File: config.mk
export PLATFORM = sky130hd
export DESIGN_NAME = branch_predictor_flat
export DESIGN_NICKNAME = d
export VERILOG_FILES = /design/src/rtl/branch_predictor_if.sv /design/src/rtl/branch_predictor.sv /design/src/flat_wrapper.sv
export SDC_FILE = /design/constraint.sdc
export NUM_CORES = 1
export LEC_CHECK = 0
export BUFFER_PORTS_ARGS = -buffer_cell sky130_fd_sc_hd__buf_2
export CORE_MARGIN = 8
export CORE_UTILIZATION = 45
export DETAILED_ROUTE_END_ITERATION = 7
export HOLD_SLACK_MARGIN = 0.06
export PLACE_DENSITY_LB_ADDON = 0.2
export SETUP_SLACK_MARGIN = 0.1
export SKIP_CTS_REPAIR_TIMING = 1
export SLEW_MARGIN = 20
export SYNTH_ARGS = -nofsm -noshare
export SYNTH_HDL_FRONTEND = slang
export SYNTH_SLANG_ARGS = --single-unit
File: constraint.sdc
create_clock -name clk -period 2.6 [get_ports clk]
set_input_delay 0.13 -clock clk [delete_from_list [all_inputs] [get_ports clk]]
set_output_delay 0.13 -clock clk [all_outputs]
set_load 0.01 [all_outputs]
File: src/rtl/branch_predictor_if.sv
// Pipeline-side bundle for the branch predictor: ID lookup, EXE resolve and statistics.
// The pipeline control holds the master end; the predictor holds the slave end.
interface branch_predictor_if #(
  parameter int STAT_BITS = 16
);
  logic [31:0]          ID_pc;
  logic [1:0]           branch;
  logic [1:0]           ID_EXE_branch;
  logic                 branch_taken;
  logic                 stall;
  logic                 flush;
  logic                 predict_taken;
  logic                 misprediction;
  logic [STAT_BITS-1:0] branch_count;
  logic [STAT_BITS-1:0] mispredict_count;

  modport master (
    output ID_pc, branch, ID_EXE_branch, branch_taken, stall, flush,
    input  predict_taken, misprediction, branch_count, mispredict_count
  );

  modport slave (
    input  ID_pc, branch, ID_EXE_branch, branch_taken, stall, flush,
    output predict_taken, misprediction, branch_count, mispredict_count
  );
endinterface

File: src/rtl/branch_predictor.sv
// 2-bit saturating-counter BHT predictor: combinational ID lookup, one-stage EXE tracking,
// resolve/train on the ALU outcome, plus saturating branch and misprediction statistics.
module branch_predictor #(
  parameter int INDEX_BITS = 4,
  parameter int STAT_BITS  = 16
) (
  input logic             clk,
  input logic             rst_n,
  branch_predictor_if.slave bp
);

  localparam int ENTRIES = 1 << INDEX_BITS;

  logic [INDEX_BITS-1:0] idx;
  logic                  is_cond;
  logic                  resolve;
  logic                  unused_pc_bits;

  logic [1:0]            bht_q [ENTRIES];
  logic                  exe_valid_q, exe_valid_d;
  logic                  exe_pred_q, exe_pred_d;
  logic [INDEX_BITS-1:0] exe_idx_q, exe_idx_d;
  logic [1:0]            bht_upd_d;
  logic [STAT_BITS-1:0]  branch_count_q, branch_count_d;
  logic [STAT_BITS-1:0]  mispredict_count_q, mispredict_count_d;

  function automatic logic [1:0] train(input logic [1:0] cnt, input logic taken);
    if (taken) return (cnt == 2'b11) ? cnt : cnt + 2'd1;
    else       return (cnt == 2'b00) ? cnt : cnt - 2'd1;
  endfunction

  function automatic logic [STAT_BITS-1:0] stat_inc(input logic [STAT_BITS-1:0] v);
    return (&v) ? v : v + {{(STAT_BITS-1){1'b0}}, 1'b1};
  endfunction

  // Word-aligned PCs: drop the byte offset before indexing.
  assign idx            = bp.ID_pc[INDEX_BITS+1:2];
  assign unused_pc_bits = ^{bp.ID_pc[31:INDEX_BITS+2], bp.ID_pc[1:0]};
  assign is_cond        = (bp.branch == 2'b01);

  assign bp.predict_taken    = is_cond & bht_q[idx][1];
  assign resolve             = exe_valid_q & (bp.ID_EXE_branch == 2'b01);
  assign bp.misprediction    = resolve & (bp.branch_taken != exe_pred_q);
  assign bp.branch_count     = branch_count_q;
  assign bp.mispredict_count = mispredict_count_q;

  always_comb begin
    exe_valid_d        = 1'b0;
    exe_pred_d         = exe_pred_q;
    exe_idx_d          = exe_idx_q;
    bht_upd_d          = train(bht_q[exe_idx_q], bp.branch_taken);
    branch_count_d     = branch_count_q;
    mispredict_count_d = mispredict_count_q;
    if (!(bp.stall | bp.flush)) begin
      exe_valid_d = is_cond;
      exe_pred_d  = bp.predict_taken;
      exe_idx_d   = idx;
    end
    if (resolve) begin
      branch_count_d = stat_inc(branch_count_q);
      if (bp.misprediction) mispredict_count_d = stat_inc(mispredict_count_q);
    end
  end

  // Training writes land after the edge, so a same-index lookup in ID sees the old count.
  always_ff @(posedge clk or negedge rst_n) begin
    if (!rst_n) begin
      for (int i = 0; i < ENTRIES; i++) bht_q[i] <= 2'b01;
      exe_valid_q        <= 1'b0;
      exe_pred_q         <= 1'b0;
      exe_idx_q          <= '0;
      branch_count_q     <= '0;
      mispredict_count_q <= '0;
    end else begin
      exe_valid_q        <= exe_valid_d;
      exe_pred_q         <= exe_pred_d;
      exe_idx_q          <= exe_idx_d;
      branch_count_q     <= branch_count_d;
      mispredict_count_q <= mispredict_count_d;
      if (resolve) bht_q[exe_idx_q] <= bht_upd_d;
    end
  end

endmodule
File: src/flat_wrapper.sv
// flat-port wrapper written by rule: the top's interface ports become plain ports
module branch_predictor_flat 
#(
  parameter int INDEX_BITS = 4,
  parameter int STAT_BITS  = 16
)
  (clk, rst_n, bp_ID_pc, bp_branch, bp_ID_EXE_branch, bp_branch_taken, bp_stall, bp_flush, bp_predict_taken, bp_misprediction, bp_branch_count, bp_mispredict_count);
  branch_predictor_if #(.STAT_BITS(STAT_BITS)) bp_i ();
  input logic clk;
  input logic rst_n;
  input wire logic [$bits(bp_i.ID_pc)-1:0] bp_ID_pc;
  input wire logic [$bits(bp_i.branch)-1:0] bp_branch;
  input wire logic [$bits(bp_i.ID_EXE_branch)-1:0] bp_ID_EXE_branch;
  input wire logic [$bits(bp_i.branch_taken)-1:0] bp_branch_taken;
  input wire logic [$bits(bp_i.stall)-1:0] bp_stall;
  input wire logic [$bits(bp_i.flush)-1:0] bp_flush;
  output wire logic [$bits(bp_i.predict_taken)-1:0] bp_predict_taken;
  output wire logic [$bits(bp_i.misprediction)-1:0] bp_misprediction;
  output wire logic [$bits(bp_i.branch_count)-1:0] bp_branch_count;
  output wire logic [$bits(bp_i.mispredict_count)-1:0] bp_mispredict_count;
  assign bp_i.ID_pc = bp_ID_pc;
  assign bp_i.branch = bp_branch;
  assign bp_i.ID_EXE_branch = bp_ID_EXE_branch;
  assign bp_i.branch_taken = bp_branch_taken;
  assign bp_i.stall = bp_stall;
  assign bp_i.flush = bp_flush;
  assign bp_predict_taken = bp_i.predict_taken;
  assign bp_misprediction = bp_i.misprediction;
  assign bp_branch_count = bp_i.branch_count;
  assign bp_mispredict_count = bp_i.mispredict_count;
  branch_predictor #(.INDEX_BITS(INDEX_BITS), .STAT_BITS(STAT_BITS)) u_core (.clk(clk), .rst_n(rst_n), .bp(bp_i));
endmodule
==> run summary, run 1 <==
DR pass1 iterations = 5
main flop type after synthesis = dfrtp_1
netlist area before placement = 3530 um2
die footprint = 10,900 um2
number of DRC violations after detailed routing = 0
type of the worst setup path = flop to flop
syn_area_per_cell = 12.2 um2
unique cell type count in the Yosys netlist = 49
number of buffers created by CTS = 9
count of max-cap constraint violations = 0
number of enable-type register cells in the synthesized netlist = 0
main area contributors after synthesis = dfrtp_1 38%, dfstp_2 12%, mux2_2 8.6%, xnor2_1 5.7%, mux4_1 4.5%
vias in the first global route = 2,568
worst hold slack after final layout = 0.0835 ns
path class of the lowest-slack min-delay path = input pin to flop
vias per cell = 5.46
crit path launch type = flop
clock buffer depth = 2
global-route wire length before repair = 13,100 um
Worst Path Arrival = 2.53 ns
number of sinks driven by the clock tree = 70
Seq/Total Area, Yosys = 50.2%
CTS tree = done
number of failing hold endpoints at the final stage = 0
Starting Density = 46.2%
total nets after synthesis = 333
antenna violations before repair = 0
clock slew at the register clock pins of the worst setup and hold paths = 0.07 ns
Worst Min Path Start = bp_ID_pc[5]
shortest clock period the worst path allows after layout = 2.31 ns
row count = 32
routability congestion estimate = 0.826
maximum number of pins on one net before global-route repair = 27
First DRT Iteration DRCs = 63
fraction of layout cells with a size suffix above 1 = 35.8%
drt wl/cell = 17.0 um
flip-flop and latch count after synthesis = 70
antenna cells = 0
HPWL Detailed = 5830 um
Final Cycle Share = 88.8%
Post-DRT Antenna Nets = 0
cell with the biggest individual delay on the critical path = mux4_1
post-route setup TNS = 0 ns
count of input and output buffers = 46
outcome = completed
max_slew headroom = 52.6%
Die Y-Extent = 105 um
switching component of the power = 604 uW
launching instance or port of the critical path = u_core.exe_idx_q[1]
width of the chip = 105 um
maximum clock rate = 0.433 GHz
root buffer cell = clkbuf_8
crit path capture type = flop
fraction of post-synthesis cell area in the top cell type by area = 38.3%
proportion of register bits with asynchronous set or reset after synthesis = 100%
number of top-level design ports = 75
Cell Int Power = 1.61 mW
pwr/cell area = 543 nW/um2
fraction of power consumed by sequential logic = 54.5%
startpoint of the most critical register-to-register path = u_core.exe_idx_q[1]
clock network power share = 35.7%
latest clock arrival within the worst-skew pair = 0.35 ns
number of warnings issued by yosys = 0
setup repair after global routing missed its margin = no
required time worst endpoint = 2.83 ns
area inside the core boundary = 7650 um2
Max FO, Critical Path = 12
actual slew at the worst max-slew pin = 0.706 ns
cells after synthesis = 290
portion of total power attributed to combinational logic = 9.8%
largest area contributor in the netlist = dfrtp_1
sw frac = 27.2%
Detailed Route WL = 7710 um
Leak Pwr = 1.84 nW
ordered cell list for the critical path = mux4_1 > mux2i_1 > maj3_4 > o21ai_2 > mux2_2
Net count, final = 390
overall track demand over capacity in global routing = 14.8%
H-Tree Depth = 3
overflow left after global routing = 0
number of max-slew violations in the final report = 0
worst clock skew on the final layout = 0.0137 ns
delay of the slowest cell on the worst path = 0.61 ns
setup violators final = 0
maximum resistive drop on vdd = 0.000357 V
Vias = 2,481
Area growth syn-to-layout = 15.7%
-- registers in the layout (all words and copies together) (netlist names) --
register                    flops
u_core.exe_pred_q               1
u_core.bp.branch_count         16
u_core.bht_q                   32
u_core.bp.mispredict_count     16
u_core.exe_valid_q              1
u_core.exe_idx_q                4
-- placed cells by master (no fill, tap or decap), types with 4 or more instances in the layout --
cell type and count:
dfrtp_1 53, buf_2 46, nand2_1 36, mux2_2 27, xnor2_1 23, nand3_1 16, dfstp_2 16, nor2_1 13
nand4_1 11, clkbuf_8 10, xor2_1 7, mux4_2 6, nor3_1 6, mux4_1 6, buf_4 6, o21ai_0 5
nand2b_1 4, inv_1 4, o21ai_1 4
-- final cells by class --
class	count	area, um2
sequential	70	1770
fill	676	3560
multi-input combinational	209	1710
tap	102	128
inverter	4	15.0
clock inverter	5	35.0
clock buffer	11	141
timing repair buffer	53	285
-- logic make-up (layout without fill, tap and decap cells) --
family | after synthesis | after routing | synth area share [%]
muxes | 46 | 46 | 19.7
xor gates and xnor gates | 30 | 30 | 7.44
AOI/OAI and AO/OA | 23 | 23 | 4.46
buffers and inverters | 11 | 73 | 1.42
adders and majority gates | 6 | 6 | 2.02
DFF | 70 | 70 | 50.2
and+or+nand+nor | 104 | 104 | 14.8
-- synthesized netlist by cell type, types with 2 or more instances --
master and number:
nor3_1 6, nand2_1 36, maj3_2 2, nand4_1 11, clkbuf_1 5, o2bb2ai_1 2, o21ai_0 5, nor3b_1 2
and3_1 3, mux4_2 6, o21ai_1 4, mux2i_1 3, a31oi_1 2, nand2b_1 4, mux2i_4 2, ha_1 2
nor2_1 13, inv_1 4, nor2b_1 3, dfstp_2 16, xnor2_1 23, mux4_1 6, or3_1 2, o31ai_1 2
dfrtp_1 54, mux2_1 2, mux2_2 27, xor2_1 7, nand3_1 16
-- final timing paths --
kind | end | slack [ns] | cells after the start
max in group asynchronous | u_core.bht_q[0] | 1.50 | 3
worst min register to register | u_core.bht_q[20] | 0.47 | 2
worst max-delay path | u_core.bht_q[29] | 0.29 | 5
min in group asynchronous | u_core.bp.branch_count[12] | 0.30 | 2
worst max register to register | u_core.bht_q[29] | 0.29 | 5
worst min-delay path | u_core.exe_idx_q[3] | 0.08 | 2
-- through the flow --
stage	power, mW	instances	setup WS (ns)	cell area, um2	utilization (%)
after floorplan	1.35	290	0.606	3530	-
after CTS	2.24	453	0.109	4080	53.3
final	2.22	454	0.292	4090	53.4
after detailed placement	1.45	437	0.124	3900	51.0
after global placement	1.44	437	0.164	3900	51.0
after global routing	2.33	454	0.209	4090	53.4
-- routing by layer --
layer / GRT usage [%] / share of wire [%]
met1: 19.2 / 46
met2: 23.0 / 48
met4: 6.83 / 1.6
met5: 0 / 0
met3: 3.56 / 4.1
-- power groups by stage --
stage / Combinational [mW] / Clock (mW) / Sequential (mW)
after floorplan: 0.152 / 0 / 1.20
after global placement: 0.216 / 0 / 1.23
after detailed placement: 0.220 / 0 / 1.23
after CTS: 0.221 / 0.816 / 1.21
final: 0.217 / 0.793 / 1.21
after global routing: 0.247 / 0.866 / 1.22
-- worst max-delay path, delay by kind of cell (launching register included) --
kind,cells,cell delay [ns]
AO/OA/AOI/OAI,1,0.11
adder cells (fa/ha/maj),1,0.29
multiplexers,3,1.21
flip-flops,1,0.57
No activity file was read; power rests on OpenSTA's default activity.
==> inputs of run 2 (changes only) <==
RECOVER_POWER = 50   (was not set)
clock period = 2.99 ns   (was 2.6 ns; I/O delays follow)
==> run 2 against run 1 <==
  * Maximum frequency shrank 7.8%
  * Clock power grew 23%
  * Sequential cell count is the same
  * Combinational power shrank 20%
  * Setup slack gained 0.19 ns
  * Routed wire length shrank 1.9%
  * Critical path type unchanged
  * Highest routed layer unchanged
==> run summary, run 2 (same netlist as run 1, synthesis figures left out) <==
outcome = completed
maximum clock rate = 0.399 GHz (-7.8%)
First DRT Iteration DRCs = 106 (+68%)
least setup slack across all paths after layout = 0.485 ns (+0.194 ns)
Final Cycle Share = 83.8% (-5.0 points)
overall track demand over capacity in global routing = 14.6% (-0.21 points)
path class of the lowest-slack min-delay path = input pin to flop
post-route setup TNS = 0 ns (unchanged)
count of max-cap constraint violations = 0 (unchanged)
top register by number of flip-flops = u_core.bht_q
post-place setup slack = 0.499 ns (+0.375 ns)
worst hold slack after final layout = 0.103 ns (+0.0197 ns)
Post-DRT Antenna Nets = 0 (unchanged)
Net count, final = 388 (-0.51%)
GR met2 Demand/Resource = 21.9% (-1.0 points)
vias in the first global route = 2,512 (-2.2%)
number of top-level design ports = 75 (unchanged)
Worst Min Path Start = bp_ID_pc[5]
setup repair after global routing missed its margin = no
busiest layer in global routing = met2
number of DRC violations after detailed routing = 0 (unchanged)
launching instance or port of the critical path = u_core.exe_idx_q[1]
maximum resistive drop on vdd = 0.000355 V (-0.70%)
# placed instances = 435 (-0.46%)
delay of the slowest cell on the worst path = 0.74 ns (+0.13 ns)
number of failing hold endpoints at the final stage = 0 (unchanged)
Leak Pwr = 1.80 nW (-1.9%)
drt wl/cell = 16.7 um (-1.5%)
crit path capture type = flop
max_slew headroom = 15.2% (-37 points)
Worst Path Arrival = 2.73 ns (+0.20 ns)
clock slew at the register clock pins of the worst setup and hold paths = 0.07 ns (about the same)
Die Y-Extent = 105 um (unchanged)
Vias = 2,462 (-0.77%)
number of max-slew violations in the final report = 0 (unchanged)
Starting Density = 46.2% (unchanged)
total power after layout = 2.21 mW (-0.54%)
required time worst endpoint = 3.22 ns (+0.39 ns)
final standard cell count with taps included and fillers excluded = 452 (-0.44%)
fraction of met1 tracks used by global routing = 19.9% (+0.70 points)
worst clock skew on the final layout = 0.00770 ns (-0.00599 ns)
maximum number of pins on one net before global-route repair = 38 (+41%)
final core utilization = 54.0% (+0.54 points)
fillers = 679 (+0.44%)
number of sinks driven by the clock tree = 70 (unchanged)
Max FO, Critical Path = 13 (+1)
root buffer cell = clkbuf_8
Area growth syn-to-layout = 16.9%
Detailed Route WL = 7560 um (-1.9%)
setup violators final = 0 (unchanged)
H-Tree Depth = 3 (unchanged)
antenna violations before repair = 0 (unchanged)
fraction of layout cells with a size suffix above 1 = 30.6% (-5.2 points)
max FFs per register = 32 (unchanged)
vias per cell = 5.45 (-0.33%)
ordered cell list for the critical path = mux4_1 > mux2i_1 > maj3_1 > mux2i_4 > mux2_2
routability congestion estimate = 0.820 (-0.63%)
type of the worst setup path = flop to flop
actual slew at the worst max-slew pin = 1.27 ns (+0.566 ns)
placed cell areas = 3880 um2 (-0.39%)
CTS tree = done
shortest clock period the worst path allows after layout = 2.50 ns (+0.196 ns)
fraction of met3 tracks used by global routing = 3.13% (-0.43 points)
leading cell type in the layout, fill and taps excluded = dfrtp_1
row count = 32 (unchanged)
latest clock arrival within the worst-skew pair = 0.34 ns (about the same)
most used cells in the layout excluding fill and tap cells = 54 x dfrtp_1, 36 x nand2_1, 31 x buf_2, 27 x mux2_2, 23 x xnor2_1
die footprint = 10,900 um2 (unchanged)
width of the chip = 105 um (unchanged)
post-route cell area = 4130 um2 (+1.0%)
HPWL Detailed = 5640 um (-3.2%)
cell with the biggest individual delay on the critical path = dfrtp_1
global-route wire length before repair = 12,900 um (-1.3%)
clock buffer depth = 2 (unchanged)
startpoint of the most critical register-to-register path = u_core.exe_idx_q[1]
antenna cells = 0 (unchanged)
pwr/cell area = 534 nW/um2 (-1.5%)
number of buffers created by CTS = 9 (unchanged)
area inside the core boundary = 7650 um2 (unchanged)
crit path launch type = flop
count of input and output buffers = 46 (unchanged)
overflow left after global routing = 0 (unchanged)
DR pass1 iterations = 4 (-1)
[run 2: layout make-up]
| class | count | area, um2 | share of cell area, % |
|---|---|---|---|
| well taps | 102 | 128 | 3.09 |
| clock buffers | 13 | 169 | 4.09 |
| flip-flops and latches | 70 | 1770 | 42.9 |
| inverters | 4 | 15.0 | 0.364 |
| clock inverters | 3 | 90.1 | 2.18 |
| repair buffers | 51 | 245 | 5.94 |
| multi-input cells | 209 | 1710 | 41.4 |
[run 2: worst paths after layout]
path	cells after the start	slack (ns)	endpoint
min in group asynchronous	2	0.29	u_core.bp.branch_count[12]
min	2	0.10	u_core.exe_idx_q[3]
max reg2reg	5	0.49	u_core.bht_q[19]
min reg2reg	2	0.47	u_core.bht_q[18]
max in group asynchronous	3	1.13	u_core.bht_q[29]
max	5	0.49	u_core.bht_q[19]
[run 2: worst max-delay path, delay by kind of cell, from the launching register on]
family	cells	cell delay, ns
DFF	1	0.74
muxes	4	1.35
adders and majority gates	1	0.29
[run 2: per-layer routing]
layer  up-vias  wire, um
li1       1177         -
met1      1209      3570
met2        64      3480
met3        12       360
met4         0       140
met5         -         0
[run 2: where the power goes]
group	internal [mW]	switching [mW]	total (mW)
registers	0.987	0.0704	1.06
logic	0.0865	0.0879	0.174
clock network	0.623	0.351	0.974
total	1.70	0.509	2.21
==> inputs of run 3 (changes only) <==
clock period = 2.3 ns   (was 2.99 ns; I/O delays follow)
==> run 3 against run 2 <==
  * The flow now finishes with violations (max-capacitance violations, max-slew violations)
  * Routed wire length is 2.8% higher
  * Sequential power increased by 28%
  * Sequential cell count unchanged
  * Non-clock buffer count up 10
  * Count of clock-buffer cells in the layout is 2 lower
  * Global-route usage fell by 0.29 points
  * Clock skew decreased by 0.0015 ns
  * Hold slack got worse by 0.032 ns
==> run summary, run 3 (same netlist as run 1, synthesis figures left out) <==
outcome = finished with violations
violated checks = max-capacitance violations, max-slew violations
row count = 32 (unchanged)
HPWL Detailed = 5590 um (-0.98%)
most used cells in the layout excluding fill and tap cells = 52 x dfrtp_1, 36 x nand2_1, 36 x clkbuf_1, 27 x mux2_2, 23 x xnor2_1
antenna violations before repair = 0 (unchanged)
final core utilization = 54.5% (+0.57 points)
placed cell areas = 3940 um2 (+1.4%)
startpoint of the most critical register-to-register path = u_core.exe_idx_q[1]
busiest layer in global routing = met2
Worst Path Arrival = 2.36 ns (-0.37 ns)
fraction of met3 tracks used by global routing = 3.19% (+0.061 points)
Worst R2R End = u_core.bht_q[24]
post-place setup slack = 0.107 ns (-0.392 ns)
maximum resistive drop on vdd = 0.000335 V (-5.6%)
fraction of layout cells with a size suffix above 1 = 29.5% (-1.0 points)
max_slew headroom = -3.44% (-19 points)
drt wl/cell = 16.9 um (+0.77%)
register-to-register setup slack = 0.22 ns (-0.27 ns)
setup repair after global routing missed its margin = no
Area growth syn-to-layout = 18.1%
fraction of met1 tracks used by global routing = 19.6% (-0.33 points)
least setup slack across all paths after layout = 0.217 ns (-0.268 ns)
number of failing hold endpoints at the final stage = 0 (unchanged)
number of top-level design ports = 75 (unchanged)
leading cell type in the layout, fill and taps excluded = dfrtp_1
die footprint = 10,900 um2 (unchanged)
Worst Min Path Start = bp_ID_pc[5]
post-route cell area = 4170 um2 (+1.1%)
Net count, final = 398 (+2.6%)
shortest clock period the worst path allows after layout = 2.08 ns (-0.422 ns)
actual slew at the worst max-slew pin = 1.55 ns (+0.280 ns)
root buffer cell = clkbuf_8
clock buffer depth = 2 (unchanged)
overall track demand over capacity in global routing = 14.3% (-0.29 points)
vias in the first global route = 2,423 (-3.5%)
CTS tree = done
crit path launch type = flop
Starting Density = 46.2% (unchanged)
overflow left after global routing = 0 (unchanged)
Final Cycle Share = 90.6% (+6.8 points)
top register by number of flip-flops = u_core.bht_q
pwr/cell area = 650 nW/um2 (+22%)
crit path capture type = flop
First DRT Iteration DRCs = 76 (-28%)
max FFs per register = 32 (unchanged)
latest clock arrival within the worst-skew pair = 0.34 ns (about the same)
maximum clock rate = 0.480 GHz (+20%)
number of sinks driven by the clock tree = 70 (unchanged)
number of buffers created by CTS = 9 (unchanged)
worst clock skew on the final layout = 0.00615 ns (-0.00155 ns)
routability congestion estimate = 0.777 (-5.2%)
width of the chip = 105 um (unchanged)
Die Y-Extent = 105 um (unchanged)
setup violators final = 0 (unchanged)
required time worst endpoint = 2.58 ns (-0.64 ns)
worst min-delay path endpoint = u_core.exe_idx_q[3]
worst reg-to-reg path cell count = 6 (+1)
type of the worst setup path = flop to flop
count of max-cap constraint violations = 1 (+1)
Leak Pwr = 1.73 nW (-4.0%)
maximum number of pins on one net before global-route repair = 44 (+16%)
antenna cells = 0 (unchanged)
path class of the lowest-slack min-delay path = input pin to flop
number of max-slew violations in the final report = 28 (+28)
Cells on Worst Hold Path = 2 (unchanged)
H-Tree Depth = 3 (unchanged)
Detailed Route WL = 7770 um (+2.8%)
Max FO, Critical Path = 7 (-6)
post-route setup TNS = 0 ns (unchanged)
Vias = 2,467 (+0.20%)
GR met2 Demand/Resource = 21.1% (-0.87 points)
DR pass1 iterations = 5 (+1)
clock slew at the register clock pins of the worst setup and hold paths = 0.07 ns (about the same)
number of DRC violations after detailed routing = 0 (unchanged)
count of input and output buffers = 46 (unchanged)
vias per cell = 5.35 (-1.8%)
area inside the core boundary = 7650 um2 (unchanged)
global-route wire length before repair = 12,600 um (-2.5%)
Post-DRT Antenna Nets = 0 (unchanged)
## run 3: cell count changes in the layout (fill, tap and decap cells not counted), sizes merged
cell and delta:
clkinv +1, clkbuf +16, clkinvlp +1, bufinv -1
buf -8
## run 3: area by class of cell
| class | instances | area [um2] |
|---|---|---|
| fill | 701 | 3480 |
| tap | 102 | 128 |
| clock buffer | 11 | 131 |
| timing repair buffer | 61 | 347 |
| multi-input combinational | 209 | 1700 |
| clock inverter | 4 | 72.6 |
| sequential | 70 | 1770 |
| inverter | 4 | 15.0 |
## run 3: critical path, cell delays in order, from the launching register on
cell and delay (ns):
dfrtp_2 0.40, buf_12 0.14, mux4_2 0.52, mux2_2 0.29
maj3_2 0.38, nor2_4 0.13, mux2_1 0.16
## run 3: power breakdown
group	switching, mW	internal, mW	leakage, nW
clock	0.448	0.604	0.0994
sequential	0.0771	1.28	0.905
combinational	0.146	0.153	0.727
## run 3: stage by stage
step / total power, mW / hold WS, ns / instances
after CTS: 2.70 / -0.199 / 454
after detailed placement: 1.65 / 0.181 / 439
after global placement: 1.64 / 0.170 / 439
after global routing: 2.82 / 0.0880 / 461
final: 2.71 / 0.0710 / 461
after floorplan: 1.52 / -0.181 / 290
## run 3: how the worst max path moves through the flow
stage / startpoint / endpoint / depth (start not counted)
2_1_floorplan: u_core.exe_idx_q[1] / u_core.bht_q[0] / 5
3_3_place_gp: u_core.exe_idx_q[1] / u_core.bht_q[25] / 6
3_5_place_dp: u_core.exe_idx_q[1] / u_core.bht_q[25] / 6
4_1_cts: u_core.exe_idx_q[1] / u_core.bht_q[13] / 6
5_1_grt: u_core.exe_idx_q[1] / u_core.bht_q[24] / 6
6_report: u_core.exe_idx_q[1] / u_core.bht_q[24] / 6
## run 3: per-layer routing
| layer | wire [um] | part of all wire [%] |
|---|---|---|
| met1 | 3770 | 48 |
| met3 | 324 | 4.2 |
| met2 | 3550 | 46 |
| met4 | 126 | 1.6 |
| met5 | 0 | 0 |
